$ cat config.mk
export PLATFORM = sky130hd
export DESIGN_NAME = shade_pixel_fifo_flat
export DESIGN_NICKNAME = d
export VERILOG_FILES = /design/src/rtl/shade_pixel_fifo_if.sv /design/src/rtl/shade_pixel_fifo.sv /design/src/flat_wrapper.sv
export SDC_FILE = /design/constraint.sdc
export NUM_CORES = 1
export LEC_CHECK = 0
export CAP_MARGIN = 25
export CORE_MARGIN = 2
export CORE_UTILIZATION = 25
export CTS_CLUSTER_DIAMETER = 200
export DETAILED_ROUTE_END_ITERATION = 16
export SYNTH_ARGS = -nofsm -noshare
export SYNTH_HDL_FRONTEND = slang
export SYNTH_SLANG_ARGS = --single-unit
$ cat constraint.sdc
create_clock -name clk -period 7.4 [get_ports clk]
set_input_delay 0.74 -clock clk [delete_from_list [all_inputs] [get_ports clk]]
set_output_delay 0.74 -clock clk [all_outputs]
set_load 0.05 [all_outputs]
$ cat src/rtl/shade_pixel_fifo_if.sv
// Pixel bus between the shader pipeline, the scan-out timing and shade_pixel_fifo.
// master = producer/consumer side, slave = the FIFO itself.
interface shade_pixel_fifo_if #(
    parameter int unsigned ADDR_WIDTH = 6
);
    logic [7:0]          red_in;
    logic [7:0]          green_in;
    logic [7:0]          blue_in;
    logic                color_valid;
    logic                full;
    logic                almost_full;
    logic [ADDR_WIDTH:0] level;
    logic                pix_req;
    logic [7:0]          pix_red;
    logic [7:0]          pix_green;
    logic [7:0]          pix_blue;
    logic                pix_valid;
    logic                frame_sync;
    logic                err_clear;
    logic                overflow_err;
    logic                underflow_err;

    modport master (
        output red_in, green_in, blue_in, color_valid, pix_req, frame_sync, err_clear,
        input  full, almost_full, level, pix_red, pix_green, pix_blue, pix_valid,
               overflow_err, underflow_err
    );

    modport slave (
        input  red_in, green_in, blue_in, color_valid, pix_req, frame_sync, err_clear,
        output full, almost_full, level, pix_red, pix_green, pix_blue, pix_valid,
               overflow_err, underflow_err
    );
endinterface

$ cat src/rtl/shade_pixel_fifo.sv
// Circular pixel buffer between the shader and scan-out, flushed on frame_sync.
// Optional SHADE_FIFO_REPEAT_LAST_EN: underflow reads repeat the last popped pixel.
module shade_pixel_fifo #(
    parameter int unsigned DEPTH             = 64,
    parameter int unsigned ADDR_WIDTH        = 6,
    parameter int unsigned ALMOST_FULL_LEVEL = 56,
    parameter logic [23:0] UNDERFLOW_RGB     = 24'h000000
) (
    input  logic                clk,
    input  logic                rst_n,
    shade_pixel_fifo_if.slave   bus
);
    localparam int unsigned LVL_W = ADDR_WIDTH + 1;
    localparam int unsigned RGB_W = 24;
    localparam logic [LVL_W-1:0] LVL_FULL = LVL_W'(DEPTH);
    localparam logic [LVL_W-1:0] LVL_AF   = LVL_W'(ALMOST_FULL_LEVEL);

    logic [RGB_W-1:0]      mem_q [DEPTH];
    logic [ADDR_WIDTH-1:0] wr_ptr_q, wr_ptr_d;
    logic [ADDR_WIDTH-1:0] rd_ptr_q, rd_ptr_d;
    logic [LVL_W-1:0]      level_q, level_d;
    logic                  full_q, full_d;
    logic                  almost_full_q, almost_full_d;
    logic [RGB_W-1:0]      pix_rgb_q, pix_rgb_d;
    logic                  pix_valid_q, pix_valid_d;
    logic                  overflow_err_q, overflow_err_d;
    logic                  underflow_err_q, underflow_err_d;

    logic                  wr_en_c;
    logic                  rd_en_c;
    logic                  empty_c;
    logic [RGB_W-1:0]      wr_rgb_c;
    logic [RGB_W-1:0]      under_rgb_c;
    logic [RGB_W-1:0]      rd_rgb_c;

`ifdef SHADE_FIFO_REPEAT_LAST_EN
    logic [RGB_W-1:0]      last_rgb_q, last_rgb_d;
    logic                  last_vld_q, last_vld_d;
`endif

    // Accept/pop decisions use start-of-cycle occupancy; frame_sync overrides both.
    always_comb begin
        empty_c     = (level_q == '0);
        wr_rgb_c    = {bus.red_in, bus.green_in, bus.blue_in};
        rd_rgb_c    = mem_q[rd_ptr_q];
        wr_en_c     = bus.color_valid && !full_q && !bus.frame_sync;
        rd_en_c     = bus.pix_req && !empty_c && !bus.frame_sync;
        under_rgb_c = UNDERFLOW_RGB;
`ifdef SHADE_FIFO_REPEAT_LAST_EN
        if (last_vld_q && !bus.frame_sync) begin
            under_rgb_c = last_rgb_q;
        end
`endif
    end

    always_comb begin
        wr_ptr_d        = wr_ptr_q;
        rd_ptr_d        = rd_ptr_q;
        level_d         = level_q;
        pix_rgb_d       = pix_rgb_q;
        pix_valid_d     = bus.pix_req;
        overflow_err_d  = overflow_err_q;
        underflow_err_d = underflow_err_q;
`ifdef SHADE_FIFO_REPEAT_LAST_EN
        last_rgb_d      = last_rgb_q;
        last_vld_d      = last_vld_q;
`endif

        if (bus.frame_sync) begin
            wr_ptr_d = '0;
            rd_ptr_d = '0;
            level_d  = '0;
        end else begin
            if (wr_en_c) wr_ptr_d = wr_ptr_q + ADDR_WIDTH'(1);
            if (rd_en_c) rd_ptr_d = rd_ptr_q + ADDR_WIDTH'(1);
            case ({wr_en_c, rd_en_c})
                2'b10:   level_d = level_q + LVL_W'(1);
                2'b01:   level_d = level_q - LVL_W'(1);
                default: level_d = level_q;
            endcase
        end

        full_d        = (level_d == LVL_FULL);
        almost_full_d = (level_d >= LVL_AF);

        if (rd_en_c) begin
            pix_rgb_d = rd_rgb_c;
        end else if (bus.pix_req) begin
            pix_rgb_d = under_rgb_c;
        end

`ifdef SHADE_FIFO_REPEAT_LAST_EN
        if (bus.frame_sync) begin
            last_vld_d = 1'b0;
        end else if (rd_en_c) begin
            last_rgb_d = rd_rgb_c;
            last_vld_d = 1'b1;
        end
`endif

        // A fresh error event wins over err_clear in the same cycle.
        if (bus.color_valid && full_q && !bus.frame_sync) begin
            overflow_err_d = 1'b1;
        end else if (bus.err_clear) begin
            overflow_err_d = 1'b0;
        end
        if (bus.pix_req && empty_c && !bus.frame_sync) begin
            underflow_err_d = 1'b1;
        end else if (bus.err_clear) begin
            underflow_err_d = 1'b0;
        end
    end

    always_ff @(posedge clk) begin
        if (!rst_n) begin
            wr_ptr_q        <= '0;
            rd_ptr_q        <= '0;
            level_q         <= '0;
            full_q          <= 1'b0;
            almost_full_q   <= 1'b0;
            pix_rgb_q       <= '0;
            pix_valid_q     <= 1'b0;
            overflow_err_q  <= 1'b0;
            underflow_err_q <= 1'b0;
`ifdef SHADE_FIFO_REPEAT_LAST_EN
            last_rgb_q      <= '0;
            last_vld_q      <= 1'b0;
`endif
        end else begin
            wr_ptr_q        <= wr_ptr_d;
            rd_ptr_q        <= rd_ptr_d;
            level_q         <= level_d;
            full_q          <= full_d;
            almost_full_q   <= almost_full_d;
            pix_rgb_q       <= pix_rgb_d;
            pix_valid_q     <= pix_valid_d;
            overflow_err_q  <= overflow_err_d;
            underflow_err_q <= underflow_err_d;
`ifdef SHADE_FIFO_REPEAT_LAST_EN
            last_rgb_q      <= last_rgb_d;
            last_vld_q      <= last_vld_d;
`endif
        end
    end

    // Storage is not reset; only live entries between the pointers are ever read.
    always_ff @(posedge clk) begin
        if (rst_n && wr_en_c) begin
            mem_q[wr_ptr_q] <= wr_rgb_c;
        end
    end

    assign bus.full          = full_q;
    assign bus.almost_full   = almost_full_q;
    assign bus.level         = level_q;
    assign bus.pix_red       = pix_rgb_q[23:16];
    assign bus.pix_green     = pix_rgb_q[15:8];
    assign bus.pix_blue      = pix_rgb_q[7:0];
    assign bus.pix_valid     = pix_valid_q;
    assign bus.overflow_err  = overflow_err_q;
    assign bus.underflow_err = underflow_err_q;
endmodule
$ cat src/flat_wrapper.sv
// flat-port wrapper written by rule: the top's interface ports become plain ports
module shade_pixel_fifo_flat 
#(
    parameter int unsigned DEPTH             = 64,
    parameter int unsigned ADDR_WIDTH        = 6,
    parameter int unsigned ALMOST_FULL_LEVEL = 56,
    parameter logic [23:0] UNDERFLOW_RGB     = 24'h000000
)
  (clk, rst_n, bus_red_in, bus_green_in, bus_blue_in, bus_color_valid, bus_pix_req, bus_frame_sync, bus_err_clear, bus_full, bus_almost_full, bus_level, bus_pix_red, bus_pix_green, bus_pix_blue, bus_pix_valid, bus_overflow_err, bus_underflow_err);
  shade_pixel_fifo_if #(.ADDR_WIDTH(ADDR_WIDTH)) bus_i ();
  input  logic clk;
  input  logic rst_n;
  input wire logic [$bits(bus_i.red_in)-1:0] bus_red_in;
  input wire logic [$bits(bus_i.green_in)-1:0] bus_green_in;
  input wire logic [$bits(bus_i.blue_in)-1:0] bus_blue_in;
  input wire logic [$bits(bus_i.color_valid)-1:0] bus_color_valid;
  input wire logic [$bits(bus_i.pix_req)-1:0] bus_pix_req;
  input wire logic [$bits(bus_i.frame_sync)-1:0] bus_frame_sync;
  input wire logic [$bits(bus_i.err_clear)-1:0] bus_err_clear;
  output wire logic [$bits(bus_i.full)-1:0] bus_full;
  output wire logic [$bits(bus_i.almost_full)-1:0] bus_almost_full;
  output wire logic [$bits(bus_i.level)-1:0] bus_level;
  output wire logic [$bits(bus_i.pix_red)-1:0] bus_pix_red;
  output wire logic [$bits(bus_i.pix_green)-1:0] bus_pix_green;
  output wire logic [$bits(bus_i.pix_blue)-1:0] bus_pix_blue;
  output wire logic [$bits(bus_i.pix_valid)-1:0] bus_pix_valid;
  output wire logic [$bits(bus_i.overflow_err)-1:0] bus_overflow_err;
  output wire logic [$bits(bus_i.underflow_err)-1:0] bus_underflow_err;
  assign bus_i.red_in = bus_red_in;
  assign bus_i.green_in = bus_green_in;
  assign bus_i.blue_in = bus_blue_in;
  assign bus_i.color_valid = bus_color_valid;
  assign bus_i.pix_req = bus_pix_req;
  assign bus_i.frame_sync = bus_frame_sync;
  assign bus_i.err_clear = bus_err_clear;
  assign bus_full = bus_i.full;
  assign bus_almost_full = bus_i.almost_full;
  assign bus_level = bus_i.level;
  assign bus_pix_red = bus_i.pix_red;
  assign bus_pix_green = bus_i.pix_green;
  assign bus_pix_blue = bus_i.pix_blue;
  assign bus_pix_valid = bus_i.pix_valid;
  assign bus_overflow_err = bus_i.overflow_err;
  assign bus_underflow_err = bus_i.underflow_err;
  shade_pixel_fifo #(.DEPTH(DEPTH), .ADDR_WIDTH(ADDR_WIDTH), .ALMOST_FULL_LEVEL(ALMOST_FULL_LEVEL), .UNDERFLOW_RGB(UNDERFLOW_RGB)) u_core (.clk(clk), .rst_n(rst_n), .bus(bus_i));
endmodule
==> run metrics, run 1 <==
largest net degree at the start of global routing around 120; Filler Cell Count between 20000 and 25000; Max Clk Rate ~280 MHz; CTS Buf Count 159; most common cell after layout, fill and taps aside edfxtp_1; cts hold-fix bufs 0; CP required 8.06 ns; Static Leakage 20.2 nW; Clk Tree Root Cell clkbuf_16; Die ar. 246000 um^2; total power ~0.018 W; Critical Path AT ~4.3 ns; max-slew violation count 0; crit start category register; initial core utilization around 25%; simple-gate portion of the synthesized area approximately 1.9%; die width around 500 um; mux contribution to synthesized area between 15 and 20%; routability cong. 0.881; P&R area growth vs syn 15.9%; via count 28867; Post-Route Setup TNS 0 ns; Max-cap violations 0; Crit Path Category register to register; reg2reg end u_core.pix_rgb_q[5]; CTS tree yes; Final min period roughly 3.6 ns; global-route wire length before repair roughly 230000 um; Worst-path clk slew 0.06 ns; PnR worst setup slack 3.80 ns; Post-CTS Setup Bufs 0; vias per std cell around 4.7; kind of cell adding the most delay to the critical path multiplexers; async set or reset register ratio after synthesis 0%; CP Capture Type register; CTS resizes 0; Placed Cells between 5000 and 6000; Post-synth EDFFs ~1500; hpwl dp 96300 um; GRT Total Usage approximately 13%; final setup fails 0; Longest Clk Path Bufs 3; slowest stage delay, CP between 0.8 and 0.9 ns; Skew-Pair Late Insertion Delay between 0.7 and 0.8 ns; Syn Inst Count between 2000 and 3000; flop2flop setup slack between 3 and 4 ns; dominant cells by area after synthesis edfxtp_1, mux4_2, dfxtp_1, mux2i_1, a22oi_1; vias in the first global route approximately 28000; DRT antenna net count 0; port bufs 65; # rows 180; sequential area share after synthesis slightly below 80%; WP buf/inv 1; status finished, final reports clean; Setup WS pre-CTS 2.91 ns; RSZ-0062 raised after global routing no; Clock Skews 0.0346 ns; drt first pass iters 6; core area about 240000 um^2; CP Max Fanout 38; Final Hold Fails 0; Mapped Area slightly above 60000 um^2; Synth Area in Adders less than 1%; Stages on worst setup path 6; Slew Limit Headroom 28.7%; critical-path cell list buf_4 > mux4_2 > mux2i_1 > a22oi_1 > nand2_1 > nand3_1; main combinational cell family by area after synthesis multiplexers; most frequent cells in the layout edfxtp_1, mux4_2, clkbuf_16; GRT overflow 0; Post-Route WL between 150000 and 200000 um; final instance count without filler cells approximately 6100; die height 496 um; DRC violations left 0; footprint of the multi-input gates ~13000 um^2; YS warnings 0; clk sinks approximately 1600; layout cells sized above 1 a little over a quarter; post-layout net count roughly 2800; Avg WL per Cell ~27 um; Yosys cell types 55; CP Capture Point u_core.pix_rgb_q[5]; Top Ports 66; post-synthesis register bit count ~1600; mean area per synthesized cell ~23 um^2; top cell type's share of synthesized area 76.1%; peak supply drop roughly 240 uV; area fraction in compound gates after synthesis roughly 2.0%; Iter 0 DRT Violations 4087; worst min-delay path class register to register; Worst path slowest cell dfxtp_4; initial antenna violation count 15; Power Density roughly 250 nW/um^2; H-Tree Depth 4; measured slew at the worst slew-check pin approximately 1.1 ns; Reg2Reg Depth 6; Main synth FF type edfxtp_1; register area between 40000 and 50000 um^2; crit share post-route between 40% and 50%; syn nets 2688; Synth area leader edfxtp_1; hold slack 0.494 ns; Synth Area in XOR/XNOR less than 1%
==> report_power, final <==
part | switching (W) | internal, W
sequential | 0.00000744 | 0.00987
clock | 0.00334 | 0.00440
combinational | 0.000239 | 0.0000476
total | 0.00359 | 0.0143
==> through the flow <==
step	util (%)	area [um^2]
3_5_place_dp	27.1	65400
2_1_floorplan	-	60600
3_3_place_gp	27.1	65400
4_1_cts	29.2	70300
5_1_grt	29.2	70300
6_report	29.2	70300
==> Yosys cell counts, types with 17 or more instances <==
master       n
mux2i_1     68
nor2b_1     17
a211oi_1    17
buf_1       19
o22ai_1     30
nor2_1      95
a22oi_1     50
nand2_1     48
buf_4       24
buf_2       43
mux4_2     419
edfxtp_1  1536
clkbuf_1    46
dfxtp_1     54
==> final cells by class <==
type                       count  share of cell area [%]
sequential                  1590                    67.2
antenna                        3                  0.0107
tap                         3185                    5.67
clock inverter                77                   0.965
clock buffer                 207                    6.01
multi-input combinational    917                    18.6
timing repair buffer         114                    1.48
inverter                       5                  0.0267
==> worst register-to-register path, delay by kind of cell, from the launching register on <==
kind / cells / cell delay (ns)
multiplexers: 2 / 1.24
AND/OR/NAND/NOR: 2 / 0.45
flip-flops: 1 / 0.85
AO/OA/AOI/OAI: 1 / 0.15
buffers and inverters: 1 / 0.78
==> worst min path at each step <==
stage               depth (start not counted)                from                 end  slack (ns)
floorplan                                   2  u_core.rd_ptr_q[5]            register        0.46
global placement                            2  u_core.rd_ptr_q[5]  u_core.rd_ptr_q[5]        0.48
detailed placement                          2  u_core.rd_ptr_q[5]            register        0.48
CTS                                         2  u_core.rd_ptr_q[5]  u_core.rd_ptr_q[5]        0.50
global route                                2  u_core.rd_ptr_q[5]  u_core.rd_ptr_q[5]        0.54
finish                                      2  u_core.rd_ptr_q[5]  u_core.rd_ptr_q[5]        0.49
==> registers in the layout, summed over array words and instances, names as in the netlist, named ones only <==
signal / flops
u_core.bus.full: 1
u_core.bus.pix_valid: 1
u_core.bus.overflow_err: 1
u_core.rd_ptr_q: 6
u_core.mem_q: 1536
u_core.wr_ptr_q: 6
u_core.bus.underflow_err: 1
u_core.bus.level: 7
u_core.bus.almost_full: 1
u_core.pix_rgb_q: 24
==> cells by family after synthesis <==
group / count (synthesis)
AND/OR/NAND/NOR: 239
AO/OA/AOI/OAI: 170
flip-flops: 1590
adder cells (fa/ha/maj): 5
multiplexers: 488
XOR/XNOR: 15
buffers and inverters: 146
==> routing by layer <==
layer  vias to the layer above  wire (um)  GRT usage, %
li1                      11577          -             -
met1                     15658      68000          18.2
met2                      1395      75700          20.1
met3                       227      14800          3.06
met4                        10       4220          3.77
met5                         -         55             0
(Power assumes the default switching activity.)
==> run 2, diff against run 1 <==
clock period = 3.4 ns   (was 7.4 ns; I/O delays follow)
==> run metrics, run 2 (synthesis results as in run 1) <==
initial antenna violation count 12; Worst-path clk slew approximately 0.06 ns; Post-CTS Setup Bufs 0; initial core utilization 25.2%; DRT antenna net count 0; critical-path cell list nor4_1 > a21oi_2 > ha_1 > xor2_1 > ha_1 > and3b_1 > o21ai_0 > or4b_1 > and3_1 > nor4_2 > and4b_1; final setup fails 0; clk sinks ~1600; vias per std cell roughly 4.6; H-Tree Depth 4; Post-Route WL about 160000 um; worst min-delay path class input pin to register; layout cells sized above 1 approximately 31%; Final Hold Fails 0; die width about 500 um; Reg2Reg Depth 11; Static Leakage ~21 nW; flop2flop setup slack between 0.3 and 0.4 ns; Crit Path Category register to register; vias in the first global route 29727; Top Ports 66; hpwl dp just under 90000 um; placed cell area 67400 um^2; Max Clk Rate 327 MHz; CP Capture Point u_core.bus.full; Setup crit start u_core.bus.level[0]; Longest Clk Path Bufs 3; fin area 73000 um^2; CP Capture Type register; Slew Limit Headroom 37.3%; CP required between 4 and 5 ns; max-slew violation count 0; Setup WS pre-CTS 0.166 ns; most common cell after layout, fill and taps aside edfxtp_1; reg2reg end u_core.bus.full; most frequent cells in the layout edfxtp_1, mux4_2, clkbuf_16; Critical Path AT ~3.8 ns; crit-path most repeated cell ha_1; crit start category register; via count slightly below 30000; measured slew at the worst slew-check pin 0.937 ns; CP Max Fanout 10; # rows 180; largest net degree at the start of global routing between 60 and 70; RSZ-0062 raised after global routing no; Placed Cells between 5000 and 6000; Power Density around 540 nW/um^2; Worst path slowest cell or4b_1; crit share post-route 89.9%; Skew-Pair Late Insertion Delay ~0.82 ns; Max-cap violations 0; Final min period 3.06 ns; Avg WL per Cell ~25 um; GRT overflow 0; drt first pass iters 5; final instance count without filler cells around 6300; P&R area growth vs syn 20.4%; CTS tree yes; CTS resizes 0; Die ar. around 250000 um^2; Post-Route Setup TNS 0 ns; status finished, final reports clean; worst r2r src u_core.bus.level[0]; global-route wire length before repair ~220000 um; port bufs 65; peak supply drop 462 uV; Largest Register u_core.mem_q; Clock Skews about 0.053 ns; slowest stage delay, CP 0.47 ns; number of flip-flops in the largest register between 1500 and 2000; core area between 200000 and 250000 um^2; Clk Tree Root Cell clkbuf_16; post-layout net count 2982; die height slightly below 500 um; CTS Buf Count around 160; DRC violations left 0; routability cong. 0.765; Util after Layout between 30% and 40%; Iter 0 DRT Violations between 2000 and 3000; GRT Total Usage around an eighth; PnR worst setup slack 0.343 ns
-- run 2: worst min path at each step --
stage	from	to	slack, ns	cells past startpoint
final	bus_red_in[6]	u_core.mem_q[14][22]	0.02	1
after global routing	bus_red_in[6]	u_core.mem_q[13][22]	0.02	1
after CTS	bus_red_in[1]	u_core.mem_q[10][17]	0.06	1
after detailed placement	u_core.pix_rgb_q[7]	u_core.pix_rgb_q[7]	0.45	2
after global placement	u_core.pix_rgb_q[6]	u_core.pix_rgb_q[6]	0.45	2
after floorplan	bus_blue_in[0]	u_core.mem_q[0][0]	0.44	0
-- run 2: metrics by stage --
step           hold WS (ns)  power [W]
3_5_place_dp          0.451     0.0225
6_report             0.0227     0.0393
4_1_cts              0.0551     0.0396
3_3_place_gp          0.449     0.0224
5_1_grt              0.0163     0.0404
2_1_floorplan         0.439     0.0220
-- run 2: layout make-up --
cell class                      instances  area, um^2
Timing Repair Buffer                  278        3510
Clock buffer                          191        4050
Clock inverter                         94        1090
Sequential cell                      1590       47200
Antenna cell                            6        15.0
Tap cell                             3185        3990
Fill cell                           22810      168000
Inverter                                5        18.8
Multi-Input combinational cell        917       13100
-- run 2: worst max-delay path: cells and delay by family, from the launching register on --
family | cells | cell delay, ns
simple gates | 6 | 1.76
flops | 1 | 0.38
fa+ha+maj | 2 | 0.46
compound gates | 2 | 0.23
xor+xnor | 1 | 0.15
-- run 2: where the power goes --
group	internal (W)	total (W)	switching, W
registers	0.0215	0.0215	0.0000101
clock network	0.00967	0.0173	0.00760
logic	0.000172	0.000599	0.000427
total	0.0313	0.0393	0.00804
-- run 2: timing repair --
item | in CTS | in global routing
endpoints found under the setup margin | 0 | 0
hold buffers | 5 | 8
endpoints found under the hold margin | 56 | 114
-- run 2: routing by layer --
metal | routed length, um | vias to the layer above | GRT usage (%)
met2 | 79200 | 1101 | 21.3
met3 | 10800 | 256 | 2.20
met4 | 4950 | 2 | 4.64
met5 | 11 | - | 0
met1 | 63100 | 15808 | 16.4
li1 | - | 11896 | -
